==> src/rtl/phase_settle_sequencer_pkg.sv <==
// Shared types and widths for the phase settle sequencer.
// Node value width follows `W (16 unless defined elsewhere).
`ifndef W
`define W 16
`endif

package phase_settle_sequencer_pkg;

    localparam int unsigned NODE_W  = `W;
    localparam int unsigned ITER_W  = 8;
    localparam int unsigned PHASE_W = 32;
    localparam int unsigned QUIET_W = 4;

    typedef enum logic [2:0] {
        IDLE,
        DRIVE,
        SETTLE,
        SAMPLE,
        HALT
    } state_e;

    // Combinational verdict for the iteration currently being solved.
    typedef struct packed {
        logic settle;
        logic cap;
    } settle_status_t;

endpackage

==> src/rtl/phase_settle_sequencer_settle_detector.sv <==
// Quiet-run and iteration counters; reports whether the iteration in
// flight settles the phase or reaches the iteration cap.
module phase_settle_sequencer_settle_detector
    import phase_settle_sequencer_pkg::*;
#(
    parameter int unsigned W           = NODE_W,
    parameter int unsigned THRESH      = 2,
    parameter int unsigned QUIET_ITERS = 3,
    parameter int unsigned MAX_ITER    = 64
) (
    input  logic                eclk,
    input  logic                erst_n,
    input  logic                clear_i,
    input  logic                advance_i,
    input  logic [W-1:0]        delta_abs_i,
    output logic [ITER_W-1:0]   iter_count_o,
    output settle_status_t      status_c_o
);

    logic [ITER_W-1:0]  iter_q;
    logic [ITER_W-1:0]  iter_d;
    logic [ITER_W-1:0]  iter_inc;
    logic [QUIET_W-1:0] quiet_q;
    logic [QUIET_W-1:0] quiet_d;
    logic [QUIET_W-1:0] quiet_inc;
    logic               quiet_now;

    // Saturating iteration count and quiet-run length after this iteration.
    always_comb begin
        quiet_now  = (delta_abs_i <= W'(THRESH));
        iter_inc   = (iter_q == ITER_W'(MAX_ITER)) ? iter_q : iter_q + ITER_W'(1);
        quiet_inc  = quiet_now ? quiet_q + QUIET_W'(1) : '0;

        status_c_o.settle = (quiet_inc == QUIET_W'(QUIET_ITERS));
        status_c_o.cap    = (iter_inc == ITER_W'(MAX_ITER));

        iter_d  = iter_q;
        quiet_d = quiet_q;
        if (clear_i) begin
            iter_d  = '0;
            quiet_d = '0;
        end else if (advance_i) begin
            iter_d  = iter_inc;
            quiet_d = quiet_inc;
        end
    end

    always_ff @(posedge eclk or negedge erst_n) begin
        if (!erst_n) begin
            iter_q  <= '0;
            quiet_q <= '0;
        end else begin
            iter_q  <= iter_d;
            quiet_q <= quiet_d;
        end
    end

    assign iter_count_o = iter_q;

endmodule

==> src/rtl/phase_settle_sequencer.sv <==
// Half-cycle sequencer for the switch-level node network: drive pads, iterate
// until node activity is quiet, sample pads, toggle phi. SETTLE_STATS_EN adds max_iter_seen.
module phase_settle_sequencer
    import phase_settle_sequencer_pkg::*;
#(
    parameter int unsigned W               = NODE_W,
    parameter int unsigned THRESH          = 2,
    parameter int unsigned QUIET_ITERS     = 3,
    parameter int unsigned MAX_ITER        = 64,
    parameter int unsigned HALT_ON_TIMEOUT = 0
) (
    input  logic                eclk,
    input  logic                erst_n,
    input  logic                run,
    input  logic                step,
    input  logic [W-1:0]        delta_abs,
    output logic                solver_en,
    output logic                drive_pads,
    output logic                sample_pads,
    output logic                phi,
    output logic                busy,
    output logic                timeout,
    output logic [ITER_W-1:0]   iter_count,
    output logic [PHASE_W-1:0]  phase_count
`ifdef SETTLE_STATS_EN
    ,
    output logic [ITER_W-1:0]   max_iter_seen
`endif
);

    state_e             state_q;
    logic               solver_en_q;
    logic               drive_pads_q;
    logic               sample_pads_q;
    logic               phi_q;
    logic               busy_q;
    logic               timeout_q;
    logic [PHASE_W-1:0] phase_count_q;
    logic [ITER_W-1:0]  iter_count_w;
    settle_status_t     status;

    phase_settle_sequencer_settle_detector #(
        .W           (W),
        .THRESH      (THRESH),
        .QUIET_ITERS (QUIET_ITERS),
        .MAX_ITER    (MAX_ITER)
    ) u_detector (
        .eclk         (eclk),
        .erst_n       (erst_n),
        .clear_i      (state_q == DRIVE),
        .advance_i    (state_q == SETTLE),
        .delta_abs_i  (delta_abs),
        .iter_count_o (iter_count_w),
        .status_c_o   (status)
    );

    // Strobes are registered against the state being entered, so each one
    // is high exactly for the cycle its state is resident.
    always_ff @(posedge eclk or negedge erst_n) begin
        if (!erst_n) begin
            state_q       <= IDLE;
            solver_en_q   <= 1'b0;
            drive_pads_q  <= 1'b0;
            sample_pads_q <= 1'b0;
            phi_q         <= 1'b0;
            busy_q        <= 1'b0;
            timeout_q     <= 1'b0;
            phase_count_q <= '0;
        end else begin
            solver_en_q   <= 1'b0;
            drive_pads_q  <= 1'b0;
            sample_pads_q <= 1'b0;
            unique case (state_q)
                IDLE: begin
                    if (run || step) begin
                        state_q      <= DRIVE;
                        drive_pads_q <= 1'b1;
                        busy_q       <= 1'b1;
                    end
                end
                DRIVE: begin
                    state_q     <= SETTLE;
                    solver_en_q <= 1'b1;
                end
                SETTLE: begin
                    if (status.settle) begin
                        state_q       <= SAMPLE;
                        sample_pads_q <= 1'b1;
                    end else if (status.cap) begin
                        timeout_q <= 1'b1;
                        if (HALT_ON_TIMEOUT != 0) begin
                            state_q <= HALT;
                            busy_q  <= 1'b0;
                        end else begin
                            state_q       <= SAMPLE;
                            sample_pads_q <= 1'b1;
                        end
                    end else begin
                        solver_en_q <= 1'b1;
                    end
                end
                SAMPLE: begin
                    phi_q         <= ~phi_q;
                    phase_count_q <= phase_count_q + PHASE_W'(1);
                    if (run) begin
                        state_q      <= DRIVE;
                        drive_pads_q <= 1'b1;
                    end else begin
                        state_q <= IDLE;
                        busy_q  <= 1'b0;
                    end
                end
                HALT: begin
                    state_q <= HALT;
                end
                default: begin
                    state_q <= IDLE;
                    busy_q  <= 1'b0;
                end
            endcase
        end
    end

`ifdef SETTLE_STATS_EN
    logic [ITER_W-1:0] max_iter_seen_q;

    // iter_count already holds the finished phase's count while in SAMPLE or HALT.
    always_ff @(posedge eclk or negedge erst_n) begin
        if (!erst_n) begin
            max_iter_seen_q <= '0;
        end else if (((state_q == SAMPLE) || (state_q == HALT)) && (iter_count_w > max_iter_seen_q)) begin
            max_iter_seen_q <= iter_count_w;
        end
    end

    assign max_iter_seen = max_iter_seen_q;
`endif

    assign solver_en   = solver_en_q;
    assign drive_pads  = drive_pads_q;
    assign sample_pads = sample_pads_q;
    assign phi         = phi_q;
    assign busy        = busy_q;
    assign timeout     = timeout_q;
    assign iter_count  = iter_count_w;
    assign phase_count = phase_count_q;

endmodule

==> config.mk <==
export PLATFORM = sky130hd
export DESIGN_NAME = phase_settle_sequencer
export DESIGN_NICKNAME = d
export VERILOG_FILES = /design/src/rtl/phase_settle_sequencer_pkg.sv /design/src/rtl/phase_settle_sequencer_settle_detector.sv /design/src/rtl/phase_settle_sequencer.sv
export SDC_FILE = /design/constraint.sdc
export NUM_CORES = 1
export LEC_CHECK = 0
export CAP_MARGIN = 20
export CORE_ASPECT_RATIO = 1.75
export CORE_MARGIN = 2
export CORE_UTILIZATION = 46
export DETAILED_ROUTE_END_ITERATION = 6
export HOLD_SLACK_MARGIN = 0.05
export MAX_ROUTING_LAYER = met4
export PLACE_DENSITY = 0.74
export SETUP_SLACK_MARGIN = 0.5
export SKIP_CTS_REPAIR_TIMING = 1
export SLEW_MARGIN = 20
export SYNTH_ARGS = -nofsm -noshare
export SYNTH_HDL_FRONTEND = slang
export SYNTH_SLANG_ARGS = --single-unit
export TNS_END_PERCENT = 10
==> constraint.sdc <==
create_clock -name eclk -period 4 [get_ports eclk]
set_input_delay 0.6 -clock eclk [delete_from_list [all_inputs] [get_ports eclk]]
set_output_delay 0.6 -clock eclk [all_outputs]
set_load 0.02 [all_outputs]
## Word-level counts from Yosys, hierarchy flattened

Index checks and enable logic that the tools add are counted.

- Bits in registers: 53
- Output and inout bits: 46

- Reduce and logical (&&, ||, !) cells: 7
- Add/sub/neg operators: 3
- Bitwise operators: 3
- Eq/ne operators: 10
- $lt $le $gt $ge: 1
- Multiplexer cells: 23

Operators by type and width:

| kind | number |
|---|---|
| adder 32 x 1 -> 32 bit (second input constant) | 1 |
| 2-to-1 mux 8 bit | 3 |
| equality test 8 x 7 -> 1 bit (second input constant) | 2 |
| less-or-equal comparator 16 x 2 -> 1 bit (second input constant) | 1 |
| case mux 3 bit (5 select lines) | 1 |
| 2-to-1 mux 4 bit | 3 |
| 2-to-1 mux 1 bit | 10 |
| 2-to-1 mux 3 bit | 3 |
| adder 8 x 1 -> 8 bit (second input constant) | 1 |
| equality test 3 x 2 -> 1 bit (second input constant) | 2 |
| AND reduction 3 bit | 2 |
| adder 4 x 1 -> 4 bit (second input constant) | 1 |
| equality test 4 x 2 -> 1 bit (second input constant) | 1 |
| != test 2 bit (second input constant) | 2 |
| case mux 1 bit (2 select lines) | 2 |
| equality test 3 x 1 -> 1 bit (second input constant) | 1 |
| equality test 3 bit (second input constant) | 1 |
| logical NOT 3 bit | 1 |
| != test 3 bit (second input constant) | 1 |
| inverter 1 bit | 3 |
| case mux 1 bit (3 select lines) | 1 |
| OR reduction 3 bit | 1 |
| AND reduction 2 bit | 1 |
| nonzero test 2 bit | 1 |
| logical OR 1 bit | 1 |

## Depth between registers and ports, before layout

Gate-level depths: netlist (run 1).

- Depth after elaboration: 6
- Depth in mapped cells: 8
- Gate-level depth less buffers: 6

## By module

A second synthesis (run 1) with hierarchy kept.

- Cell total of the unflattened synthesis: 272
- Area total of the unflattened synthesis: 2,692.6 um2

Modules (own cells, without submodules):

| module | cells each | area an instance (um2) | times used |
|---|---|---|---|
| phase_settle_sequencer | 176 | 1,909.3 | 1 |
| phase_settle_sequencer_settle_detector | 96 | 783.3 | 1 |

## Worst setup path before layout (run 1)

Ideal clock, no wire load.

- Path kind: input to register
- Start: input delta_abs[3]
- End: register timeout_q, in the netlist timeout
- Buffers on the path: 0
- Stages on the path: 5
- Path slack: 1.943 ns
- Data arrival time: 1.939 ns
- Library setup time: 0.118 ns
- Cells stage by stage: or4_1 a2111oi_0 and3b_1 a31oi_1 a21o_1

- Word-level cells in the longest chain between the ends: 5

RTL lines:

| element | line | text |
|---|---|---|
| start: declaration | phase_settle_sequencer.sv:16 | `input logic [W-1:0] delta_abs,` |
| less-or-equal comparator 16 x 2 -> 1 bit | phase_settle_sequencer_settle_detector.sv:30 | `quiet_now = (delta_abs_i <= W'(THRESH));` |
| 2-to-1 mux 4 bit | phase_settle_sequencer_settle_detector.sv:32 | `quiet_inc = quiet_now ? quiet_q + QUIET_W'(1) : '0;` |
| equality test 4 x 2 -> 1 bit | phase_settle_sequencer_settle_detector.sv:34 | `status_c_o.settle = (quiet_inc == QUIET_W'(QUIET_ITERS));` |
| inverter 1 bit (no source line) | n/a |  |
| AND reduction 3 bit (no source line) | n/a |  |
| end signal: assignment | phase_settle_sequencer.sv:67 | `timeout_q <= 1'b0;` |
| end signal: assignment | phase_settle_sequencer.sv:90 | `timeout_q <= 1'b1;` |
| end: declaration | phase_settle_sequencer.sv:37 | `logic timeout_q;` |

No other way between the ends.
A chain may end at the register's enable or synchronous reset.

## Worst setup path after layout (run 1)

Ends and elaborated chain as after synthesis.

==> results of run 1 <==
-- cell type report --
class                      count  share of cell area, %
timing repair buffer          66                   19.0
tap                           76                   2.77
multi-input combinational    185                   35.3
clock buffer                   6                   2.11
clock inverter                 2                   1.13
inverter                       9                  0.984
sequential                    53                   38.6
-- cell usage in the layout (no fill, tap or decap), types with 3 or more instances in the layout --
| cell | Yosys | final |
|---|---|---|
| and3_1 | 4 | 4 |
| xnor2_1 | 22 | 22 |
| dfrtp_1 | 53 | 53 |
| inv_1 | 9 | 9 |
| nor2_2 | 3 | 3 |
| xor2_1 | 15 | 15 |
| nand2_1 | 26 | 26 |
| ha_1 | 4 | 4 |
| a21oi_1 | 6 | 6 |
| nand4_1 | 6 | 6 |
| nor3_1 | 6 | 6 |
| a22o_1 | 3 | 3 |
| nor2_1 | 16 | 16 |
| and4_1 | 4 | 4 |
| a31oi_1 | 3 | 3 |
| o21ai_0 | 14 | 14 |
| nand3_1 | 17 | 17 |
| clkdlybuf4s50_1 | 0 | 64 |
| clkbuf_8 | 0 | 5 |
| or4_1 | 3 | 3 |
-- per-layer routing --
layer	up-vias	track usage (%)	wire [µm]
met2	53	31.5	2850
met3	8	3.37	221
met1	994	21.1	2110
li1	1025	-	-
met5	-	-	0
met4	0	6.06	95
-- power by group through the flow --
stage,combinational [mW],sequential (mW),clock (mW)
after floorplan,0.285,0.754,0
after global placement,0.520,0.720,0
after detailed placement,0.527,0.722,0
after CTS,0.530,0.711,0.375
after global routing,0.583,0.725,0.394
final,0.524,0.709,0.368
-- critical path: cells and delay by family --
kind / cells / cell delay (ns)
buf+inv: 1 / 0.39
simple gates: 2 / 0.78
compound gates: 3 / 0.70
-- through the flow --
| stage | util (%) | total power [mW] | hold WS (ns) |
|---|---|---|---|
| after global placement | 59.9 | 1.24 | 0.445 |
| final | 61.9 | 1.60 | 0.397 |
| after detailed placement | 59.9 | 1.25 | 0.444 |
| after CTS | 61.9 | 1.62 | 0.427 |
| after global routing | 61.9 | 1.70 | 0.444 |
| after floorplan | - | 1.04 | 0.304 |
-- flip-flops by register name (all words and copies together), names as in the netlist --
register                 cells
busy                         1
drive_pads                   1
phase_count                 32
phi                          1
sample_pads                  1
solver_en                    1
state_q                      3
timeout                      1
u_detector.iter_count_o      8
u_detector.quiet_q           4
-- worst paths after layout --
check                                             from                     endpoint  slack (ns)  depth (start not counted)
min in group eclk          phase_count[31]$_DFFE_PN0P_  phase_count[31]$_DFFE_PN0P_        0.47                          1
hold reg to reg            phase_count[31]$_DFFE_PN0P_  phase_count[31]$_DFFE_PN0P_        0.47                          1
max in group asynchronous                       erst_n   phase_count[4]$_DFFE_PN0P_        3.16                          2
setup / recovery                          delta_abs[3]          timeout$_DFFE_PN0P_        1.73                          6
hold / removal                                  erst_n  phase_count[23]$_DFFE_PN0P_        0.40                          2
setup reg to reg                state_q[1]$_DFFE_PN0P_  phase_count[25]$_DFFE_PN0P_        1.83                          5
-- cells by family after synthesis --
| family | Yosys count | synth area share, % |
|---|---|---|
| simple gates | 102 | 21.3 |
| flops | 53 | 50.7 |
| compound gates | 41 | 10.4 |
| xor+xnor | 37 | 12.4 |
| buf+inv | 17 | 3.01 |
| fa+ha+maj | 4 | 1.91 |
| mux | 1 | 0.382 |
==> metrics.md, run 1 <==
| Metric | Value |
|---|---|
| Run status | completed |
| Worst skew pair latency | around 0.3 ns |
| Synth Cell Area | 0.00262 mm² |
| Final hold vios | 0 |
| EDFF count, synth | 0 |
| FFs w/ async S/R, synth | 100% |
| Slew HR | a little under three fifths |
| Dpl ws | roughly 1.4 ns |
| Drt first pass iters | 4 |
| Initial core utilization | 47.2% |
| YS warnings | 0 |
| PwrDens | 466 mW/mm² |
| Avg Inst Size Synth | roughly 10 µm² |
| Synthesized Nets | 279 |
| Net Sw Frac | between 30% and 40% |
| Final worst path period need | about 2.3 ns |
| Share of cells above drive strength 1 | under 10% |
| Lkg Pwr | 1.47 nW |
| Final worst slack | approximately 1.7 ns |
| Die span in x | 61.0 µm |
| Final cell count without fillers | around 400 |
| Seq. cell area | 0.00133 mm² |
| Worst path cell trace | clkdlybuf4s50_1 -> or4_1 -> a2111oi_0 -> and3b_1 -> a31oi_1 -> a21o_1 |
| Max-cap violations | 0 |
| Root buf cell | clkbuf_8 |
| Part of the cycle the worst path needs | 56.6% |
| CTS Sinks | 53 |
| Post-Route WL | approximately 5300 µm |
| Comb power frac | around a third |
| Wire per inst | between 10 and 15 µm |
| Fmax | 0.441 GHz |
| First-pass GRT wire length | between 8000 and 9000 µm |
| Fin. max-slew vios | 0 |
| Register area share after synthesis | 50.7% |
| Pint | around 1.0 mW |
| CP max-delay cell | or4_1 |
| Vias | between 2000 and 2500 |
| RSZ-0062 raised after global routing | false |
| WP data required | around 4.2 ns |
| Routability congestion estimate | between 0.8 and 0.9 |
| Final Setup Violations | 0 |
| Fillcell total | around 480 |
| Clock transition at the registers of the reported paths | around 0.10 ns |
| CTS max path bufs | 2 |
| Drt initial violations | 48 |
| Clock skew | between 0.005 and 0.006 ns |
| Worst Setup End Kind | register |
| Main synth FF type | dfrtp_1 |
| Cell with the most instances after synthesis | dfrtp_1 |
| Setup CP Type | primary input to register |
| Core ar. | roughly 0.0055 mm² |
| Die area | between 0.006 and 0.007 mm² |
| Global route total overflow | 0 |
| CTS Buf Count | 5 |
| Post-DP HPWL | between 3000 and 4000 µm |
| Synthesized flop and latch total | 53 |
| Flop pwr share | between 40% and 50% |
| Area delta synth->final | 31.1% |
| Clock power share | a little under a quarter |
| Top cells by count, synth | 53 x dfrtp_1, 26 x nand2_1, 22 x xnor2_1, 17 x nand3_1, 16 x nor2_1 |
| Initial antenna violation count | 0 |
| Die height | 104 µm |
| Via-per-instance ratio | between 5 and 6 |
| Total Nets Final | 344 |
| Residual DRC | 0 |
| Area contributors post-synth | dfrtp_1 51%, xnor2_1 7.4%, xor2_1 5.0% |
| CP Launch Type | primary input |
| Htree depth | 2 |
| Gate count after technology mapping | about 260 |
| Vias in the first global route | roughly 2000 |
| CP max FO | 3 |
| Arr. time, crit path | 2.47 ns |
| Multi-input logic area | between 0.001 and 0.0015 mm² |
| Cell taking the most area after synthesis | dfrtp_1 |
| Hold crit path type | primary input to asynchronous set/reset pin |
| Slew @ Worst Pin | ~0.66 ns |
| Final TNS setup | 0 ns |
| Placed insts | around 390 |
| N_diodes | 0 |
| Largest net degree at the start of global routing | 54 |
| VDD IR max | 0.000350 V |
| # IOs | 66 |
| CTS tree | yes |
| Sw power | 571 µW |
| FP Rows | 36 |
| Synth cell types | 45 |
| Overall Global Routing Usage | a little under a fifth |
| Fin area | approximately 0.0034 mm² |
| Slowest cell delay on critical path | ~0.51 ns |
| Placed cell areas | approximately 0.0033 mm² |
| Antenna Nets Post-Route | 0 |
| IO buf count | between 60 and 70 |
| Top-area cell type share of the netlist area | between 50% and 60% |
(Power assumes the default switching activity.)
==> run 2: changes to the inputs <==
==> constraint.sdc (replaced) <==
create_clock -name eclk -period 2.27 [get_ports eclk]
set_input_delay 0.3405 -clock eclk [delete_from_list [all_inputs] [get_ports eclk]]
set_output_delay 0.3405 -clock eclk [all_outputs]
set_load 0.02 [all_outputs]
==> run 2 against run 1 <==
  * Power increased by 87%
  * Clock-buffer cell count unchanged
  * Global-route usage increased by 0.55 points
  * Critical path type is now register to primary output
  * Critical endpoint is now iter_count[5]
  * Largest cell class unchanged
==> metrics.md, run 2 (synthesized netlist as in run 1, its figures left out) <==
| Metric | Value |
|---|---|
| Run status | completed |
| N_diodes | 0 |
| CTS tree | yes |
| First-pass GRT wire length | ~9300 µm |
| # IOs | 66 |
| Die height | just over 100 µm |
| Final Setup Violations | 0 |
| Overall Global Routing Usage | 19.1% |
| Vias in the first global route | between 2000 and 2500 |
| IO buf count | 65 |
| CP Launch Type | register |
| Most frequent cells in the layout | 60 x clkdlybuf4s50_1, 39 x dfrtp_1, 26 x nand2_1 |
| Commonest non-fill, non-tap cell in the layout | clkdlybuf4s50_1 |
| Via-per-instance ratio | approximately 5.4 |
| Post-Route WL | approximately 6000 µm |
| Worst Setup End Kind | primary output |
| Total power | between 2 and 3 mW |
| Initial antenna violation count | 0 |
| Routability congestion estimate | 0.843 |
| Worst skew pair latency | around 0.30 ns |
| CTS Sinks | 53 |
| Share of cells above drive strength 1 | between 10% and 20% |
| Core ar. | 0.00554 mm² |
| Fin. max-slew vios | 0 |
| Drt first pass iters | 4 |
| Slew HR | 66.1% |
| Routed met3 length | ~250 µm |
| Fillcell total | 464 |
| Reg-to-reg startpoint | state_q[0]$_DFFE_PN0P_ |
| Clock skew | ~0.0032 ns |
| Part of the cycle the worst path needs | around four fifths |
| PwrDens | approximately 800 mW/mm² |
| RSZ-0062 raised after global routing | true |
| VDD IR max | slightly below 0.0006 V |
| R2R Path End | u_detector.iter_count_o[7]$_DFFE_PN0P_ |
| Final worst path period need | about 1.8 ns |
| Reg2Reg Setup Slack | 0.43 ns |
| Metal2 WL | between 3000 and 4000 µm |
| Lkg Pwr | 1.59 nW |
| Setup crit end | iter_count[5] |
| Post-DP HPWL | ~4300 µm |
| DRT met1 WL | about 2200 µm |
| Residual DRC | 0 |
| Hold crit path type | register to register |
| Area delta synth->final | 41.9% |
| Placed insts | just under 400 |
| Global route total overflow | 0 |
| Max FFs per register | 32 |
| DR top layer | met4 |
| Initial core utilization | 47.2% |
| Final TNS setup | 0 ns |
| CP max FO | 7 |
| Htree depth | 2 |
| Die area | between 0.006 and 0.007 mm² |
| Hold_ws | approximately 0.47 ns |
| Worst setup path start | u_detector.iter_count_o[5]$_DFFE_PN0P_ |
| FP Rows | 36 |
| Arr. time, crit path | 1.50 ns |
| Wire per inst | about 14 µm |
| WP data required | about 1.9 ns |
| Root buf cell | clkbuf_8 |
| Final cell count without fillers | 414 |
| Drt initial violations | 62 |
| CTS Buf Count | 5 |
| Largest net degree at the start of global routing | 24 |
| Antenna Nets Post-Route | 0 |
| Slew @ Worst Pin | around 0.51 ns |
| Total Nets Final | ~360 |
| R2r worst-path depth | 5 |
| CTS max path bufs | 2 |
| Vias | around 2200 |
| Clock transition at the registers of the reported paths | roughly 0.1 ns |
| Fmax | around 0.54 GHz |
| Setup CP Type | register to primary output |
| Final hold vios | 0 |
| Max-cap violations | 0 |
| Die span in x | approximately 60 µm |
-- run 2: cell types whose count changed in the layout (fill, tap and decap cells not counted), moves of 2 or more --
| cell | before | now |
|---|---|---|
| buf_4 | 1 | 16 |
| dfrtp_1 | 53 | 39 |
| dfrtp_2 | 0 | 14 |
| clkdlybuf4s50_1 | 64 | 60 |
| dlymetal6s2s_1 | 0 | 4 |
| a2111oi_0 | 2 | 0 |
| nand3_1 | 17 | 15 |
-- run 2: routing by layer --
layer / track usage [%] / vias to the layer above
met4: 6.21 / 0
met3: 3.50 / 11
met5: - / -
li1: - / 1064
met1: 21.9 / 1080
met2: 32.3 / 68
-- run 2: worst min path at each step --
stage / startpoint / to / slack [ns] / depth (start not counted)
final: phi$_DFFE_PN0P_ / phi$_DFFE_PN0P_ / 0.47 / 1
after global routing: timeout$_DFFE_PN0P_ / timeout$_DFFE_PN0P_ / 0.48 / 1
after CTS: erst_n / u_detector.iter_count_o[7]$_DFFE_PN0P_ / 0.002 / 1
after detailed placement: erst_n / u_detector.iter_count_o[7]$_DFFE_PN0P_ / 0.34 / 1
after global placement: erst_n / phase_count[11]$_DFFE_PN0P_ / 0.34 / 1
after floorplan: erst_n / busy$_DFFE_PN0P_ / 0.04 / 0
-- run 2: layout make-up --
class                   count  area (µm²)  share of cell area (%)
clock buffers               6        82.6                    2.22
well taps                  76        95.1                    2.56
repair buffers             83         797                    21.5
clock inverters             2        37.5                    1.01
flip-flops and latches     53        1340                    36.2
inverters                   9        33.8                   0.909
multi-input cells         185        1330                    35.7
-- run 2: stage by stage --
stage	setup slack, ns	area [µm²]	util (%)
3_5_place_dp	-0.0401	3410	61.5
5_1_grt	0.356	3710	67.1
4_1_cts	0.286	3530	63.7
2_1_floorplan	0.436	2670	-
6_report	0.430	3710	67.1
3_3_place_gp	-0.0186	3410	61.5
-- run 2: power by group --
part           internal, mW  total [mW]  switching, mW
sequential             1.08        1.25          0.170
combinational         0.484        1.07          0.587
clock                 0.359       0.672          0.313
total                  1.92        2.99           1.07
-- run 2: critical path: stages (launching register included) --
cell and delay [ns]:
dfrtp_2 0.47, buf_4 0.14, clkdlybuf4s50_1 0.59
==> run 3: changes to the inputs <==
==> constraint.sdc (replaced) <==
create_clock -name eclk -period 1.8 [get_ports eclk]
set_input_delay 0.27 -clock eclk [delete_from_list [all_inputs] [get_ports eclk]]
set_output_delay 0.27 -clock eclk [all_outputs]
set_load 0.02 [all_outputs]
==> run 3 against run 2 <==
  * The run now ends with negative setup slack left
  * Setup slack lost 0.45 ns
  * Sequential cell count is the same
  * Critical path depth grew 3
  * Clock-buffer cell count is the same
  * Clock skew grew 0.0047 ns
  * Power grew 31%
  * Cell area grew 13%
  * Sequential power grew 23%
  * Register-to-register slack lost 0.45 ns
  * Via count grew 6.1%
  * Final cell count grew 8.2%
  * Largest cell class is now multi-input combinational cells
  * Highest routed layer unchanged
==> metrics.md, run 3 (synthesized netlist as in run 1, its figures left out) <==
| Metric | Value |
|---|---|
| Worst Setup End Kind | register |
| Area delta synth->final | 60.6% |
| Max-cap violations | 0 |
| First-pass GRT wire length | slightly above 10000 µm |
| Global route total overflow | 0 |
| Post-DP HPWL | around 4800 µm |
| Routability congestion estimate | around 0.9 |
| Die area | approximately 0.0063 mm² |
| Die height | 104 µm |
| CP max FO | 3 |
| WP data required | about 2.0 ns |
| # IOs | 66 |
| Placed insts | between 400 and 500 |
| CP Launch Type | register |
| Largest net degree at the start of global routing | 54 |
| Final hold vios | 0 |
| IO buf count | 65 |
| Htree depth | 2 |
| Setup CP Type | register to register |
| Post-Route WL | 6810 µm |
| Max FFs per register | 32 |
| Clock transition at the registers of the reported paths | ~0.1 ns |
| Fin. max-slew vios | 0 |
| Antenna Nets Post-Route | 0 |
| CTS tree | yes |
| CTS Buf Count | 5 |
| Core ar. | approximately 0.0055 mm² |
| Final cell count without fillers | around 450 |
| Slew HR | a little over two thirds |
| Initial core utilization | between 40 and 50% |
| Root buf cell | clkbuf_8 |
| Wire per inst | between 15 and 20 µm |
| Fmax | around 0.55 GHz |
| Hold_ws | 0.465 ns |
| Vias | 2358 |
| Slew @ Worst Pin | 0.440 ns |
| Initial antenna violation count | 0 |
| VDD IR max | approximately 0.00086 V |
| CTS max path bufs | 2 |
| Failing checks | negative setup slack |
| Clock skew | just under 0.008 ns |
| Die span in x | roughly 61 µm |
| Hold crit path type | register to register |
| Final TNS setup | -0.0176 ns |
| Commonest non-fill, non-tap cell in the layout | buf_6 |
| Share of cells above drive strength 1 | approximately 40% |
| Overall Global Routing Usage | a little over a fifth |
| Post-layout util | 75.9% |
| Arr. time, crit path | approximately 2.0 ns |
| RSZ-0062 raised after global routing | true |
| Worst skew pair latency | between 0.3 and 0.4 ns |
| Final worst slack | -0.0176 ns |
| Drt initial violations | 85 |
| Vias in the first global route | roughly 2400 |
| Most frequent cells in the layout | 36 x buf_6, 35 x dfrtp_1, 33 x buf_4 |
| Dpl ws | -0.551 ns |
| Via-per-instance ratio | 5.26 |
| Total Nets Final | about 400 |
| Reg2Reg Setup Slack | -0.02 ns |
| Drt first pass iters | 4 |
| Run status | finished, violations left |
| N_diodes | 0 |
| Part of the cycle the worst path needs | 101% |
| Residual DRC | 0 |
| PwrDens | approximately 940 mW/mm² |
| Final worst path period need | between 1.5 and 2 ns |
| CTS Sinks | 53 |
| FP Rows | 36 |
| Final Setup Violations | 1 |
| Lkg Pwr | between 2 and 2.5 nW |
## run 3: metal layers
metal,wire [µm],global-route usage [%],vias up
li1,-,-,1131
met1,2540,21.7,1148
met2,3920,38.8,69
met3,255,3.87,10
met4,92,6.68,0
met5,0,-,-
## run 3: final timing paths
kind                                                        start                                endpoint  depth (start not counted)
setup / recovery           u_detector.iter_count_o[4]$_DFFE_PN0P_                     solver_en$_DFF_PN0_                          5
hold / removal                        phase_count[31]$_DFFE_PN0P_             phase_count[31]$_DFFE_PN0P_                          1
setup reg to reg           u_detector.iter_count_o[4]$_DFFE_PN0P_                     solver_en$_DFF_PN0_                          5
hold reg to reg                       phase_count[31]$_DFFE_PN0P_             phase_count[31]$_DFFE_PN0P_                          1
max in group asynchronous                                  erst_n  u_detector.iter_count_o[0]$_DFFE_PN0P_                          3
min in group asynchronous                                  erst_n              phase_count[9]$_DFFE_PN0P_                          3
## run 3: power by group
| part | switching (mW) | internal, mW |
|---|---|---|
| clock | 0.408 | 0.275 |
| sequential | 0.178 | 1.36 |
| combinational | 0.918 | 0.796 |
| total | 1.50 | 2.43 |
## run 3: final cells by class
| type | instances | area (µm²) |
|---|---|---|
| Timing Repair Buffer | 117 | 1180 |
| Clock buffer | 6 | 72.6 |
| Fill cell | 402 | 1340 |
| Tap cell | 76 | 95.1 |
| Clock inverter | 2 | 15.0 |
| Multi-Input combinational cell | 185 | 1450 |
| Sequential cell | 53 | 1350 |
| Inverter | 9 | 38.8 |
## run 3: metrics by stage
step	cell area [µm²]	power (mW)
5_1_grt	4200	4.17
3_3_place_gp	3730	2.97
2_1_floorplan	2680	2.32
4_1_cts	3820	3.69
3_5_place_dp	3730	3.02
6_report	4200	3.94
## run 3: worst max-delay path: stages (launching register included)
cell	delay, ns
dfrtp_2	0.44
nor4_4	0.31
and4_4	0.29
mux2i_4	0.09
a2111o_1	0.45
o2bb2ai_1	0.14
